`src/rtl/mem_stage_ctrl.sv`:
```
// ---------------------------------------------------------------------------
// mem_stage_ctrl
//
// Sequences the MEM stage of the pipelined CPU. A load or store sitting in
// the EX/MEM register is launched to a variable-latency data memory over a
// registered req/ack handshake. While the transaction is outstanding the
// upstream pipeline registers are frozen through `stall`. Load data is
// returned to MEM/WB with a one-cycle `load_valid` pulse. A transaction that
// receives no ack within TIMEOUT cycles is abandoned and flagged in the
// sticky `err` bit, which also records an illegal read+write request.
// Every stalled cycle is counted in a saturating counter.
//
// Ports
//   clk         clock, all state updates on the rising edge
//   rst         asynchronous reset, active low
//   mem_read    EX/MEM control: instruction is a load
//   mem_write   EX/MEM control: instruction is a store
//   mem_addr    EX/MEM ALU result, used as the memory address
//   mem_wdata   EX/MEM store data
//   err_clr     clears the sticky err flag (a set in the same cycle wins)
//   dmem_req    registered memory request
//   dmem_we     1 = write, 0 = read; meaningful while dmem_req is high
//   dmem_addr   latched address
//   dmem_wdata  latched store data
//   dmem_ack    one-cycle memory completion pulse, honoured only in REQ
//   dmem_rdata  read data, valid together with dmem_ack
//   stall       freezes PC, IF/ID, ID/EX and EX/MEM
//   load_valid  one-cycle pulse, load_data valid for MEM/WB
//   load_data   captured read data
//   err         sticky timeout / illegal-operation flag
//   stall_cnt   saturating count of cycles with stall high
// ---------------------------------------------------------------------------
module mem_stage_ctrl #(
  parameter int WORD_LEN = 8,
  parameter int TIMEOUT  = 15,   // legal range 1..255
  parameter int CNT_LEN  = 16
) (
  input  logic                clk,
  input  logic                rst,
  input  logic                mem_read,
  input  logic                mem_write,
  input  logic [WORD_LEN-1:0] mem_addr,
  input  logic [WORD_LEN-1:0] mem_wdata,
  input  logic                err_clr,
  output logic                dmem_req,
  output logic                dmem_we,
  output logic [WORD_LEN-1:0] dmem_addr,
  output logic [WORD_LEN-1:0] dmem_wdata,
  input  logic                dmem_ack,
  input  logic [WORD_LEN-1:0] dmem_rdata,
  output logic                stall,
  output logic                load_valid,
  output logic [WORD_LEN-1:0] load_data,
  output logic                err,
  output logic [CNT_LEN-1:0]  stall_cnt
);

  // -------------------------------------------------------------------------
  // State encoding
  // -------------------------------------------------------------------------
  localparam logic [1:0] ST_IDLE = 2'd0;
  localparam logic [1:0] ST_REQ  = 2'd1;
  localparam logic [1:0] ST_DONE = 2'd2;

  // The timer only has to reach TIMEOUT-1, and TIMEOUT never exceeds 255.
  localparam int         TIMER_W    = 8;
  localparam logic [TIMER_W-1:0] TIMER_LAST = TIMER_W'(TIMEOUT - 1);

  // -------------------------------------------------------------------------
  // Registers
  // -------------------------------------------------------------------------
  logic [1:0]          state_q,      state_d;
  logic                dmem_req_q,   dmem_req_d;
  logic                dmem_we_q,    dmem_we_d;
  logic [WORD_LEN-1:0] dmem_addr_q,  dmem_addr_d;
  logic [WORD_LEN-1:0] dmem_wdata_q, dmem_wdata_d;
  logic                load_valid_q, load_valid_d;
  logic [WORD_LEN-1:0] load_data_q,  load_data_d;
  logic                err_q,        err_d;
  logic [CNT_LEN-1:0]  stall_cnt_q,  stall_cnt_d;
  logic [TIMER_W-1:0]  timer_q,      timer_d;

  // -------------------------------------------------------------------------
  // Decode
  // -------------------------------------------------------------------------
  logic access;
  logic illegal_op;
  logic timed_out;
  logic err_set;

  assign access     = mem_read | mem_write;
  // Both controls high is not a real instruction; it is issued as a store.
  assign illegal_op = (state_q == ST_IDLE) & mem_read & mem_write;
  // An ack on the last allowed cycle still completes the access normally.
  assign timed_out  = (state_q == ST_REQ) & ~dmem_ack & (timer_q == TIMER_LAST);
  assign err_set    = illegal_op | timed_out;

  // Stall is combinational so the very cycle that presents an access already
  // holds the pipeline; DONE releases it for exactly one advance, which moves
  // the finished instruction out of EX/MEM and avoids issuing it twice.
  assign stall = ((state_q == ST_IDLE) & access) | (state_q == ST_REQ);

  // -------------------------------------------------------------------------
  // Next-state logic
  // -------------------------------------------------------------------------
  always_comb begin
    // NOTE: every signal driven here gets a default first so no path leaves
    // it unassigned, which would otherwise infer a latch.
    state_d      = state_q;
    dmem_req_d   = dmem_req_q;
    dmem_we_d    = dmem_we_q;
    dmem_addr_d  = dmem_addr_q;
    dmem_wdata_d = dmem_wdata_q;
    load_valid_d = 1'b0;
    load_data_d  = load_data_q;
    timer_d      = timer_q;

    unique case (state_q)
      ST_IDLE: begin
        // Non-memory instructions pass through; dmem outputs are held.
        if (access) begin
          dmem_addr_d  = mem_addr;
          dmem_wdata_d = mem_wdata;
          dmem_we_d    = mem_write;
          dmem_req_d   = 1'b1;
          timer_d      = '0;
          state_d      = ST_REQ;
        end
      end

      ST_REQ: begin
        if (dmem_ack) begin
          dmem_req_d = 1'b0;
          if (!dmem_we_q) begin
            load_data_d  = dmem_rdata;
            load_valid_d = 1'b1;
          end
          state_d = ST_DONE;
        end else if (timer_q == TIMER_LAST) begin
          // Abandon the access; the memory side must tolerate this.
          dmem_req_d  = 1'b0;
          load_data_d = '0;
          state_d     = ST_DONE;
        end else begin
          timer_d = timer_q + TIMER_W'(1);
        end
      end

      ST_DONE: begin
        state_d = ST_IDLE;
      end

      default: begin
        state_d    = ST_IDLE;
        dmem_req_d = 1'b0;
      end
    endcase
  end

  // Sticky error: a set in the same cycle overrides a clear request.
  always_comb begin
    err_d = err_q;
    if (err_set) begin
      err_d = 1'b1;
    end else if (err_clr) begin
      err_d = 1'b0;
    end
  end

  // Saturating stall counter.
  always_comb begin
    stall_cnt_d = stall_cnt_q;
    if (stall && (stall_cnt_q != '1)) begin
      stall_cnt_d = stall_cnt_q + CNT_LEN'(1);
    end
  end

  // -------------------------------------------------------------------------
  // State registers
  // -------------------------------------------------------------------------
  // NOTE: the data registers (address, store data, load data) are reset too,
  // because their reset value is architecturally visible on the outputs.
  always_ff @(posedge clk or negedge rst) begin
    if (!rst) begin
      state_q      <= ST_IDLE;
      dmem_req_q   <= 1'b0;
      dmem_we_q    <= 1'b0;
      dmem_addr_q  <= '0;
      dmem_wdata_q <= '0;
      load_valid_q <= 1'b0;
      load_data_q  <= '0;
      err_q        <= 1'b0;
      stall_cnt_q  <= '0;
      timer_q      <= '0;
    end else begin
      // NOTE: non-blocking assignments keep every flop sampling the values
      // from before this edge, independent of statement order.
      state_q      <= state_d;
      dmem_req_q   <= dmem_req_d;
      dmem_we_q    <= dmem_we_d;
      dmem_addr_q  <= dmem_addr_d;
      dmem_wdata_q <= dmem_wdata_d;
      load_valid_q <= load_valid_d;
      load_data_q  <= load_data_d;
      err_q        <= err_d;
      stall_cnt_q  <= stall_cnt_d;
      timer_q      <= timer_d;
    end
  end

  // -------------------------------------------------------------------------
  // Outputs
  // -------------------------------------------------------------------------
  assign dmem_req   = dmem_req_q;
  assign dmem_we    = dmem_we_q;
  assign dmem_addr  = dmem_addr_q;
  assign dmem_wdata = dmem_wdata_q;
  assign load_valid = load_valid_q;
  assign load_data  = load_data_q;
  assign err        = err_q;
  assign stall_cnt  = stall_cnt_q;

endmodule
```
`config.mk`:
```
export PLATFORM = sky130hd
export DESIGN_NAME = mem_stage_ctrl
export DESIGN_NICKNAME = d
export VERILOG_FILES = /design/src/rtl/mem_stage_ctrl.sv
export SDC_FILE = /design/constraint.sdc
export NUM_CORES = 1
export LEC_CHECK = 0
export ABC_AREA = 1
export BUFFER_PORTS_ARGS = -buffer_cell sky130_fd_sc_hd__buf_2
export CAP_MARGIN = 0
export CORE_AREA = 2 2 74 76
export CTS_BUF_LIST = sky130_fd_sc_hd__clkbuf_8
export CTS_CLUSTER_SIZE = 40
export DETAILED_ROUTE_END_ITERATION = 7
export DIE_AREA = 0 0 76 78
export HOLD_SLACK_MARGIN = 0.03
export PLACE_DENSITY = 0.82
export SYNTH_ARGS = -nofsm -noshare
export SYNTH_HDL_FRONTEND = slang
export SYNTH_SLANG_ARGS = --single-unit
```
`constraint.sdc`:
```
create_clock -name clk -period 1.92 [get_ports clk]
set_clock_uncertainty 0.15 [all_clocks]
set_input_delay 0.192 -clock clk [delete_from_list [all_inputs] [get_ports clk]]
set_output_delay 0.192 -clock clk [all_outputs]
set_load 0.05 [all_outputs]
```
### After elaboration in Yosys (flattened, before gate mapping)

Index checks and enable logic that the tools add are counted.

* add/subtract/negate cells: 2
* eq/ne operators: 9
* multiplexer cells: 20
* bitwise gates (word level): 10
* reduce and logical (&&, ||, !) cells: 10

Operators with widths (number)
* $mux W8: 6
* $add A16 B1 Y16 const B: 1
* $ne A16 B16 Y1 const B: 1
* $pmux W8 S2: 1
* $add A8 B1 Y8 const B: 1
* $eq A8 B4 Y1 const B: 1
* $mux W1: 8
* $ne A2 B2 Y1 const B: 4
* $mux W2: 3
* $reduce_and A3 Y1: 2
* $reduce_bool A2 Y1: 3
* $and A1 B1 Y1: 5
* $pmux W2 S2: 1
* $reduce_and A2 Y1: 2
* $reduce_and A4 Y1: 1
* $ne A3 B2 Y1 const B: 1
* $or A1 B1 Y1: 3
* $pmux W1 S3: 1
* $eq A2 B1 Y1 const B: 1
* $eq A2 B2 Y1 const B: 1
* $logic_not A2 Y1: 1
* $not A1 Y1: 2
* $logic_and A1 B1 Y1: 1

* register bits after elaboration: 54
* output and inout port bits: 45
* logic and storage cells: 61

### Depth between registers and ports, before layout

Gate-level depths: netlist of the first run.

* depth after elaboration: 5
* gate-level depth with buffers: 9

### Worst setup path after synthesis of the first run

Ideal clock, no wire load.

* path kind: reg2reg
* start: register stall_cnt_q[0], in the netlist stall_cnt[0]
* end: register stall_cnt_q[13], in the netlist stall_cnt[13]
* library setup time: 0.118 ns
* arrival: 1.730 ns
* required time: 1.652 ns
* setup slack: -0.078 ns
* cell stages (with the launch flop): 10
* buffers on the path: 1
* period minus slack after synthesis: 1.998 ns
* cells stage by stage: dfrtp_1 ha_1 inv_1 nor2_2 nand2_2 nor2_4 nor2_8 buf_6 nand2_1 nand2_1

* longest elaborated chain between the ends: 2

RTL lines
* from (decl): RTL line 80 `logic [CNT_LEN-1:0] stall_cnt_q, stall_cnt_d;`
* from (signal assigned): RTL line 206 `stall_cnt_q <= stall_cnt_d;`
* parallel branches: the longest is 2 deep, another holds $add A16 B1 Y16

Parallel ways; which one is timed is not known.
A chain may end at the register's enable or synchronous reset.

### Worst setup path after layout of the first run

* start: register timer_q[0]
* end: register timer_q[4]

* longest elaborated chain between the ends: 4

RTL lines
* from (decl): RTL line 81 `logic [TIMER_W-1:0] timer_q, timer_d;`
* from (signal assigned): RTL line 207 `timer_q <= timer_d;`
* $add A8 B1 Y8: RTL line 145 `timer_d = timer_q + TIMER_W'(1);`
* $mux W8: RTL line 139 `end else if (timer_q == TIMER_LAST) begin`
* $mux W8: RTL line 132 `if (dmem_ack) begin`
* $pmux W8 S2: RTL line 118 `unique case (state_q)`

Several ways; a longest one is shown, not always the timed one. The select of a mux whose other input is x is not followed.

==> run metrics, run 1 <==
Most used DFF post-synth=dfrtp_1; antenna viol nets, final=0; Post CTS Setup Buffer Count=0; Final setup viols=0; # rows=26; post-route setup slack=about 110 ps; number of port buffers=74; count of cell types in the netlist=25; worst setup path class=flop to flop; Synth Area per Inst=7.96 um^2; crit path max fanout=6; most instantiated cells after synthesis=nand2_1 (133), dfrtp_1 (54), nand3_1 (26); unrepaired setup endpoints after global routing=no; CTS tree=built; share of the synthesized area in the top cell type=50.4%; Cell Area, Placed=0.00313 mm^2; Post-synth ARST share=100%; RePlAce Congestion=0.847; pin count of the biggest net entering global routing=55; GR Overflow Total=0; area grow syn2layout=31.5%; Place WS=101 ps; via-per-instance ratio=5.02; clock buffer depth=2; first-pass GRT wire length=11300 um; CTS Buf Count=5; run status=finished clean; CP max stage cell=dfrtp_1; root buf cell=clkbuf_8; register area=between 0.001 and 0.0015 mm^2; Design Area, Final=0.00352 mm^2; htree depth=2; share of layout cells above drive strength 1=23.8%; HP Start=mem_read; Die Span X=76 um; Nets=between 400 and 500; worst r2r src=timer_q[0]; EDFF count, synth=0; fin crit share=94.2%; Antenna Cells=0; first-pass detailed-route iteration total=4; Yosys reg bits=54; Top delay family on crit path=compound AO/OA/AOI/OAI gates; Worst-Skew Late Latency=300 ps; TritonCTS Sinks=54; Critical Path Source Type=flop; drt wl/cell=12.9 um; Worst setup EP type=flop; mapped cell area=~0.0027 mm^2; io pins=75; final setup TNS=0 ps; peak supply drop=1.13 mV; Seq/Total Area, Yosys=approximately half; arrival time worst endpoint=1850 ps; most area-consuming cells after synthesis=dfrtp_1 (50%), nand2_1 (19%), nand3_1 (4.9%); Power Dens Cells=1540 mW/mm^2; Tot GR Track Use=23.5%; Total Wirelength=approximately 6600 um; crit-path cells=inv_1 > ha_1 > nand3_1 > o21ai_0 > nand2_1 > nand2_1 > o21ai_0; Synthesis Warnings=0; initial core utilization=53.2%; most common cell in the netlist=nand2_1; hpwl dp=between 4000 and 5000 um; fmax=553 MHz; Util after Layout=69.9%; CP max stage delay=about 420 ps; Max Cap Viol=0; die height=78 um; initial drt markers=approximately 120; via count=2567; vias in the first global route=2520; Clock transition at path regs=90 ps; Relative slew margins=73.4%; Buf/Inv on CP=1; Max Slew Vio Count=0; crit path time final=1810 ps; largest area contributor in the netlist=dfrtp_1; Critical Path Source=timer_q[0]; Post-Synthesis Cells=approximately 340; area of the multi-input gates=0.00118 mm^2; Static Leak=1.78 nW; total power=roughly 5.4 mW; hold crit path type=input pin to flop; DIE AREA=approximately 0.006 mm^2; Core Box Area=0.00504 mm^2; # fillers=between 300 and 400; pin slew with the least headroom to its limit=394 ps; final hold vios=0; Remaining DRCs=0; Syn Nets=370; worst path required time=1960 ps; antenna violations before repair=0
-- layout make-up --
| class | count | share of cell area (%) |
|---|---|---|
| Clock buffer | 6 | 2.34 |
| Clock inverter | 1 | 0.852 |
| Inverter | 30 | 3.19 |
| Multi-Input combinational cell | 246 | 33.5 |
| Sequential cell | 54 | 38.4 |
| Tap cell | 70 | 2.48 |
| Timing Repair Buffer | 104 | 19.2 |
-- per-stage QoR --
stage / std cells / hold slack (ps)
after floorplan: 337 / -254
after global placement: 477 / 58.9
after detailed placement: 477 / 61.4
after CTS: 511 / 44.7
after global routing: 511 / 74.6
final: 511 / 60.9
-- cell usage in the layout, fill, tap and decap left out, types with 2 or more instances in the layout --
| master | count |
|---|---|
| nand2_1 | 133 |
| buf_2 | 74 |
| dfrtp_1 | 52 |
| dlygate4sd3_1 | 27 |
| nand3_1 | 26 |
| inv_1 | 25 |
| nor2_1 | 25 |
| o21ai_0 | 18 |
| nand4_1 | 15 |
| o21ai_2 | 6 |
| clkbuf_8 | 6 |
| xor2_1 | 5 |
| inv_2 | 4 |
| xnor2_1 | 3 |
| ha_1 | 3 |
| nor2_2 | 2 |
| nor2_4 | 2 |
| nand2_2 | 2 |
| buf_4 | 2 |
| dfrtp_2 | 2 |
-- sequential cells by signal (all words and copies together) (netlist names) --
register / count
dmem_addr: 8
load_data: 8
dmem_wdata: 8
timer_q: 8
err: 1
stall_cnt: 16
dmem_we: 1
dmem_req: 1
load_valid: 1
state_q: 2
-- path summary, 6_finish.rpt --
check                          endpoint  slack (ps)  cells after the start
max                          timer_q[4]         110                      7
min                                 err          60                      3
max reg2reg                  timer_q[4]         110                      7
min reg2reg                dmem_addr[6]         330                      2
max in group asynchronous  stall_cnt[1]        1100                      3
min in group asynchronous  load_data[1]         270                      3
-- routing by layer --
| layer | GRT usage (%) | vias to the layer above | wire, um |
|---|---|---|---|
| met1 | 29.1 | 1193 | 2840 |
| met2 | 41.5 | 78 | 3330 |
| li1 | - | 1281 | - |
| met4 | 8.36 | 0 | 147 |
| met3 | 4.07 | 15 | 279 |
| met5 | 0 | - | 0 |
-- kinds of logic after synthesis --
group / count (synthesis) / synth area share, %
AND/OR/NAND/NOR: 208 / 33.7
buffers and inverters: 37 / 5.79
XOR/XNOR: 8 / 2.61
AO/OA/AOI/OAI: 27 / 6.11
adder cells (fa/ha/maj): 3 / 1.40
flip-flops: 54 / 50.4
-- worst min-delay path, delay by kind of cell --
| kind | cells | cell delay [ps] |
|---|---|---|
| buf+inv | 1 | 100 |
| simple gates | 1 | 90 |
| compound gates | 1 | 100 |
-- where the power goes --
group | internal, mW | total (mW) | switching, mW
Combinational | 0.674 | 2.88 | 2.20
Clock | 0.418 | 0.779 | 0.361
Sequential | 1.51 | 1.79 | 0.273
-- what timing repair did --
item | in CTS | in global routing
hold endpoints to repair | 80 | 0
resized for setup | 0 | 1
endpoints found under the setup margin | 0 | 6
hold buffers | 27 | 0
No activity file was read; power rests on OpenSTA's default activity.
==> run 2: changes to the inputs <==
- ABC_AREA: 1 -> 0
- CORE_AREA: 2 2 74 76 -> 2 2 71 73
- DIE_AREA: 0 0 76 78 -> 0 0 73 75
==> run 2 against run 1 <==
Area after synthesis decreased by 11%. Largest power group unchanged. Worst hold slack got worse by 24 ps. Fmax decreased by 10%. Via count down 18%. Non-clock buffer count rose by 11. Clock-buffer cell count down 1. Critical endpoint is now timer_q[5]. Final cell count fell by 27%. The flow now finishes with violations (setup timing).
==> run metrics, run 2 <==
register area=0.00137 mm^2 (was 0.00135 mm^2); first-pass detailed-route iteration total=4 (unchanged); Remaining DRCs=0 (unchanged); RePlAce Congestion=0.851 (was 0.847); final hold vios=0 (unchanged); reg-to-reg endpoint=timer_q[5] (was timer_q[4]); # fillers=292 (was 395); worst hold path endpoint=dmem_we (was err); Relative slew margins=58.8% (was 73.4%); antenna violations before repair=0 (unchanged); number of port buffers=74 (unchanged); Largest register FFs=16 (unchanged); Worst Hold Depth=2 (was 3); largest area contributor in the netlist=dfrtp_1 (unchanged); initial drt markers=97 (was 115); share of the synthesized area in the top cell type=56.4% (was 50.4%); first-pass GRT wire length=9600 um (was 11300 um); GR Overflow Total=0 (unchanged); area grow syn2layout=43.5% (was 31.5%); antenna viol nets, final=0 (unchanged); Worst R2R Path Depth=6 (was 7); pin slew with the least headroom to its limit=617 ps (was 394 ps); most area-consuming cells after synthesis=dfrtp_1 (56%), mux2_2 (8.0%), xnor2_1 (4.0%) (was dfrtp_1 (50%), nand2_1 (19%), nand3_1 (4.9%)); mapped cell area=0.00240 mm^2 (was 0.00268 mm^2); CTS tree=built (unchanged); most common cell after layout, fill and taps aside=buf_2 (was nand2_1); Yosys reg bits=54 (unchanged); worst path required time=1970 ps (was 1960 ps); highest-count cells in the layout ignoring fill and taps=buf_2 (73), dfrtp_1 (39), dlygate4sd3_1 (26), mux2_2 (17), dfrtp_2 (15) (was nand2_1 (133), buf_2 (74), dfrtp_1 (52), dlygate4sd3_1 (27), nand3_1 (26)); share of layout cells above drive strength 1=46.9% (was 23.8%); io pins=75 (unchanged); Critical Path Source Type=flop (unchanged); Clock transition at path regs=100 ps (was 90 ps); clock buffer depth=2 (unchanged); die height=75 um (was 78 um); root buf cell=clkbuf_8 (unchanged); Core Box Area=0.00466 mm^2 (was 0.00504 mm^2); TritonCTS Sinks=54 (unchanged); initial core utilization=51.4% (was 53.2%); # rows=25 (was 26); worst reg2reg setup slack=-90 ps (was 110 ps); Post-Synthesis Cells=202 (was 337); Nets=352 (was 474); crit path max fanout=5 (was 6); Total Wirelength=6050 um (was 6600 um); HP Start=mem_write (was mem_read); Max Slew Vio Count=0 (unchanged); pin count of the biggest net entering global routing=35 (was 55); Antenna Cells=0 (unchanged); fmax=498 MHz (was 553 MHz); Tot GR Track Use=22.8% (was 23.5%); Die Span X=73 um (was 76 um); hold crit path type=input pin to flop (unchanged); arrival time worst endpoint=2060 ps (was 1850 ps); most common cell in the netlist=dfrtp_1 (was nand2_1); via-per-instance ratio=5.66 (was 5.02); DIE AREA=0.00548 mm^2 (was 0.00593 mm^2); violated checks=setup timing; Static Leak=1.64 nW (was 1.78 nW); Most used DFF post-synth=dfrtp_1 (unchanged); htree depth=2 (unchanged); area of the multi-input gates=0.00107 mm^2 (was 0.00118 mm^2); Util after Layout=73.8% (was 69.9%); Post-synth ARST share=100% (unchanged); post-route setup slack=-90.0 ps (was 111 ps); worst setup path class=flop to flop (unchanged); Worst-Skew Late Latency=310 ps (was 300 ps); EDFF count, synth=0 (unchanged); Seq/Total Area, Yosys=56.4% (was 50.4%); Critical Path Source=timer_q[0] (unchanged); via count=2115 (was 2567); unrepaired setup endpoints after global routing=yes (was no); vias in the first global route=2098 (was 2520); most instantiated cells after synthesis=dfrtp_1 (54), mux2_2 (17), nand3_1 (12) (was nand2_1 (133), dfrtp_1 (54), nand3_1 (26)); worst r2r src=timer_q[0] (unchanged); hpwl dp=3920 um (was 4270 um); fin crit share=105% (was 94.2%); total power=5.83 mW (was 5.44 mW); crit path time final=2010 ps (was 1810 ps); Synth Area per Inst=11.9 um^2 (was 7.96 um^2); run status=finished with violations (was finished clean); Synthesis Warnings=0 (unchanged); Final setup viols=5 (was 0); Power Dens Cells=1690 mW/mm^2 (was 1540 mW/mm^2); drt wl/cell=16.2 um (was 12.9 um); CTS Buf Count=5 (unchanged); Worst setup EP type=flop (unchanged); Max Cap Viol=0 (unchanged); count of cell types in the netlist=39 (was 25); peak supply drop=1.24 mV (was 1.13 mV); Syn Nets=235 (was 370)
run 2: area by class of cell:
cell class / count / share of cell area (%)
Clock inverter: 3 / 1.38
Sequential cell: 54 / 39.8
Timing Repair Buffer: 115 / 22.9
Clock buffer: 5 / 2.00
Tap cell: 54 / 1.96
Inverter: 8 / 0.873
Multi-Input combinational cell: 135 / 31.1
run 2: metal layers:
| metal | track usage [%] | vias to the layer above | wire, um |
|---|---|---|---|
| li1 | - | 970 | - |
| met1 | 27.7 | 1048 | 2370 |
| met2 | 39.4 | 80 | 3230 |
| met3 | 5.76 | 17 | 327 |
| met4 | 8.02 | 0 | 112 |
| met5 | 0 | - | 0 |
run 2: kinds of logic after synthesis:
kind of cell / count (synthesis) / synth area share, %
multiplexers: 17 / 7.99
XOR/XNOR: 13 / 4.75
AO/OA/AOI/OAI: 29 / 9.08
adder cells (fa/ha/maj): 3 / 1.57
flip-flops: 54 / 56.4
buffers and inverters: 13 / 2.19
AND/OR/NAND/NOR: 73 / 18.1
run 2: metrics by stage:
step	setup slack [ps]	hold WS, ps	instances	setup TNS [ps]	instance area [um^2]
global placement	-16.9	28.8	339	-47.2	2990
global route	-196	41.7	374	-1150	3440
CTS	-16.9	33.6	373	-77.2	3390
finish	-90.0	36.6	374	-234	3440
floorplan	-44.7	-254	202	-139	2440
detailed placement	-61.0	32.7	339	-153	2990
run 2: worst max-delay path by stage:
| stage | endpoint | depth (start not counted) | slack (ps) |
|---|---|---|---|
| 2_1_floorplan | timer_q[3] | 6 | -40 |
| 3_3_place_gp | timer_q[5] | 6 | -20 |
| 3_5_place_dp | timer_q[7] | 6 | -60 |
| 4_1_cts | timer_q[5] | 6 | -20 |
| 5_1_grt | timer_q[5] | 6 | -200 |
| 6_report | timer_q[5] | 6 | -90 |
run 2: worst max-delay path, cell delays in order, from the launching register on:
cell and delay, ps:
dfrtp_1 390, inv_1 60, ha_1 140, or4b_4 520
o21ai_2 270, nor3_1 100, a211o_1 280
run 2: report_power, final:
part | leakage [nW] | internal [mW] | total, mW | switching (mW)
Sequential | 0.655 | 1.57 | 1.91 | 0.341
Clock | 0.0591 | 0.398 | 0.796 | 0.397
Combinational | 0.924 | 1.01 | 3.13 | 2.11
run 2: repair_timing:
item,CTS,global route
gates resized for setup,6,12
endpoints found under the hold margin,45,0
setup buffers,0,1
hold buffers,26,0
gates cloned,0,0
setup endpoints to repair,6,18
pin swaps,0,3
==> run 3: changes to the inputs <==
- TNS_END_PERCENT: unset -> 50
==> run 3 against run 2 <==
The run still ends with setup timing left. Largest cell class unchanged. Die area unchanged. Sequential share of layout area increased by 0.20 points. Critical path depth unchanged. Sequential cell count unchanged. Utilization decreased by 0.51 points. Largest power group unchanged. Register-to-register slack improved by 50 ps. Combinational power about the same.
==> run metrics, run 3 (synthesized netlist as in run 2, its figures left out) <==
run status=finished with violations (unchanged); violated checks=setup timing (unchanged); Nets=356 (was 352); Worst setup EP type=flop (unchanged); first-pass GRT wire length=9560 um (was 9600 um); Antenna Cells=0 (unchanged); io pins=75 (unchanged); GR Overflow Total=0 (unchanged); fmax=509 MHz (was 498 MHz); Static Leak=1.63 nW (was 1.64 nW); Largest register FFs=16 (unchanged); # rows=25 (unchanged); Worst-Skew Late Latency=300 ps (was 310 ps); Final setup viols=3 (was 5); Clock transition at path regs=100 ps (about the same); Relative slew margins=56.9% (was 58.8%); Max Slew Vio Count=0 (unchanged); Fin Hold WS=70.6 ps (was 36.6 ps); via-per-instance ratio=5.50 (was 5.66); initial drt markers=110 (was 97); final hold vios=0 (unchanged); RePlAce Congestion=0.838 (was 0.851); area grow syn2layout=42.5% (was 43.5%); arrival time worst endpoint=2010 ps (was 2060 ps); pin count of the biggest net entering global routing=55 (was 35); unrepaired setup endpoints after global routing=yes (unchanged); drt wl/cell=15.8 um (was 16.2 um); die height=75 um (unchanged); final setup TNS=-121 ps (was -234 ps); antenna viol nets, final=0 (unchanged); Finished Layout Cells=378 (was 374); pin slew with the least headroom to its limit=645 ps (was 617 ps); Max Cap Viol=0 (unchanged); hpwl dp=3860 um (was 3920 um); Power Dens Cells=1650 mW/mm^2 (was 1690 mW/mm^2); vias in the first global route=2077 (was 2098); share of layout cells above drive strength 1=45.7% (was 46.9%); initial core utilization=51.4% (unchanged); Critical Path Source Type=flop (unchanged); crit path time final=1960 ps (was 2010 ps); most common cell after layout, fill and taps aside=buf_2 (unchanged); root buf cell=clkbuf_8 (unchanged); Tot GR Track Use=22.8% (about the same); crit path max fanout=5 (unchanged); htree depth=2 (unchanged); total power=5.63 mW (was 5.83 mW); TritonCTS Sinks=54 (unchanged); via count=2080 (was 2115); CTS Buf Count=5 (unchanged); Remaining DRCs=0 (unchanged); Core Box Area=0.00466 mm^2 (unchanged); clock buffer depth=2 (unchanged); highest-count cells in the layout ignoring fill and taps=buf_2 (74), dfrtp_1 (41), dlygate4sd3_1 (28), mux2_2 (17), buf_4 (15) (was buf_2 (73), dfrtp_1 (39), dlygate4sd3_1 (26), mux2_2 (17), dfrtp_2 (15)); hold crit path type=input pin to flop (unchanged); # fillers=304 (was 292); placed cells=342 (was 339); post-route setup slack=-42.8 ps (was -90.0 ps); CTS tree=built (unchanged); fin crit share=102% (was 105%); worst path required time=1960 ps (was 1970 ps); peak supply drop=1.11 mV (was 1.24 mV); Total Wirelength=5990 um (was 6050 um); Die Span X=73 um (unchanged); number of port buffers=74 (unchanged); DIE AREA=0.00548 mm^2 (unchanged); first-pass detailed-route iteration total=4 (unchanged); worst setup path class=flop to flop (unchanged); antenna violations before repair=0 (unchanged)
-- run 3: through the flow --
stage                     instance area (um^2)  setup slack (ps)  utilization [%]
final                                     3420             -42.8             73.3
after global routing                      3420              -107             73.3
after floorplan                           2440             -64.3                -
after detailed placement                  3010             -63.6             64.5
after CTS                                 3390             -39.3             72.7
after global placement                    3010             -21.1             64.5
-- run 3: timing repair --
action                                  in CTS  in global routing
endpoints found under the hold margin       80                  0
setup buffers                                0                  0
hold buffers                                28                  0
endpoints found under the setup margin      12                 19
gates resized for setup                      2                  9
pin swaps                                    1                  1
-- run 3: critical path, cell delays in order (launching register included) --
cell and delay, ps:
dfrtp_1 390, inv_1 60, ha_1 120, or4b_4 510
o21a_4 230, and3_1 160, a211o_1 230
-- run 3: routing by layer --
layer | share of wire (%) | routed length [um] | track usage (%) | vias up
met3 | 5.8 | 347 | 5.89 | 8
met2 | 53 | 3160 | 39.8 | 90
li1 | - | - | - | 987
met5 | 0 | 0 | 0 | -
met4 | 0.99 | 59 | 5.76 | 0
met1 | 40 | 2420 | 28.5 | 995
-- run 3: layout make-up --
cell class,count,area (um^2),share of cell area [%]
repair buffers,119,803,23.5
clock buffers,5,68.8,2.01
inverters,8,30.0,0.879
multi-input cells,135,1050,30.8
flip-flops and latches,54,1370,40.0
clock inverters,3,25.0,0.733
well taps,54,67.6,1.98
-- run 3: power by group --
group	switching (mW)	internal [mW]	total, mW
clock	0.385	0.264	0.649
combinational	2.11	0.986	3.10
sequential	0.325	1.56	1.89
total	2.82	2.81	5.63
-- run 3: worst paths after layout --
kind	to	depth (start not counted)	slack, ps	from
min reg2reg	stall_cnt[12]	1	360	stall_cnt[12]
max reg2reg	timer_q[3]	6	-40	timer_q[0]
max	timer_q[3]	6	-40	timer_q[0]
min	dmem_we	3	70	mem_read
max in group asynchronous	stall_cnt[9]	3	1110	rst
min in group asynchronous	stall_cnt[2]	3	260	rst
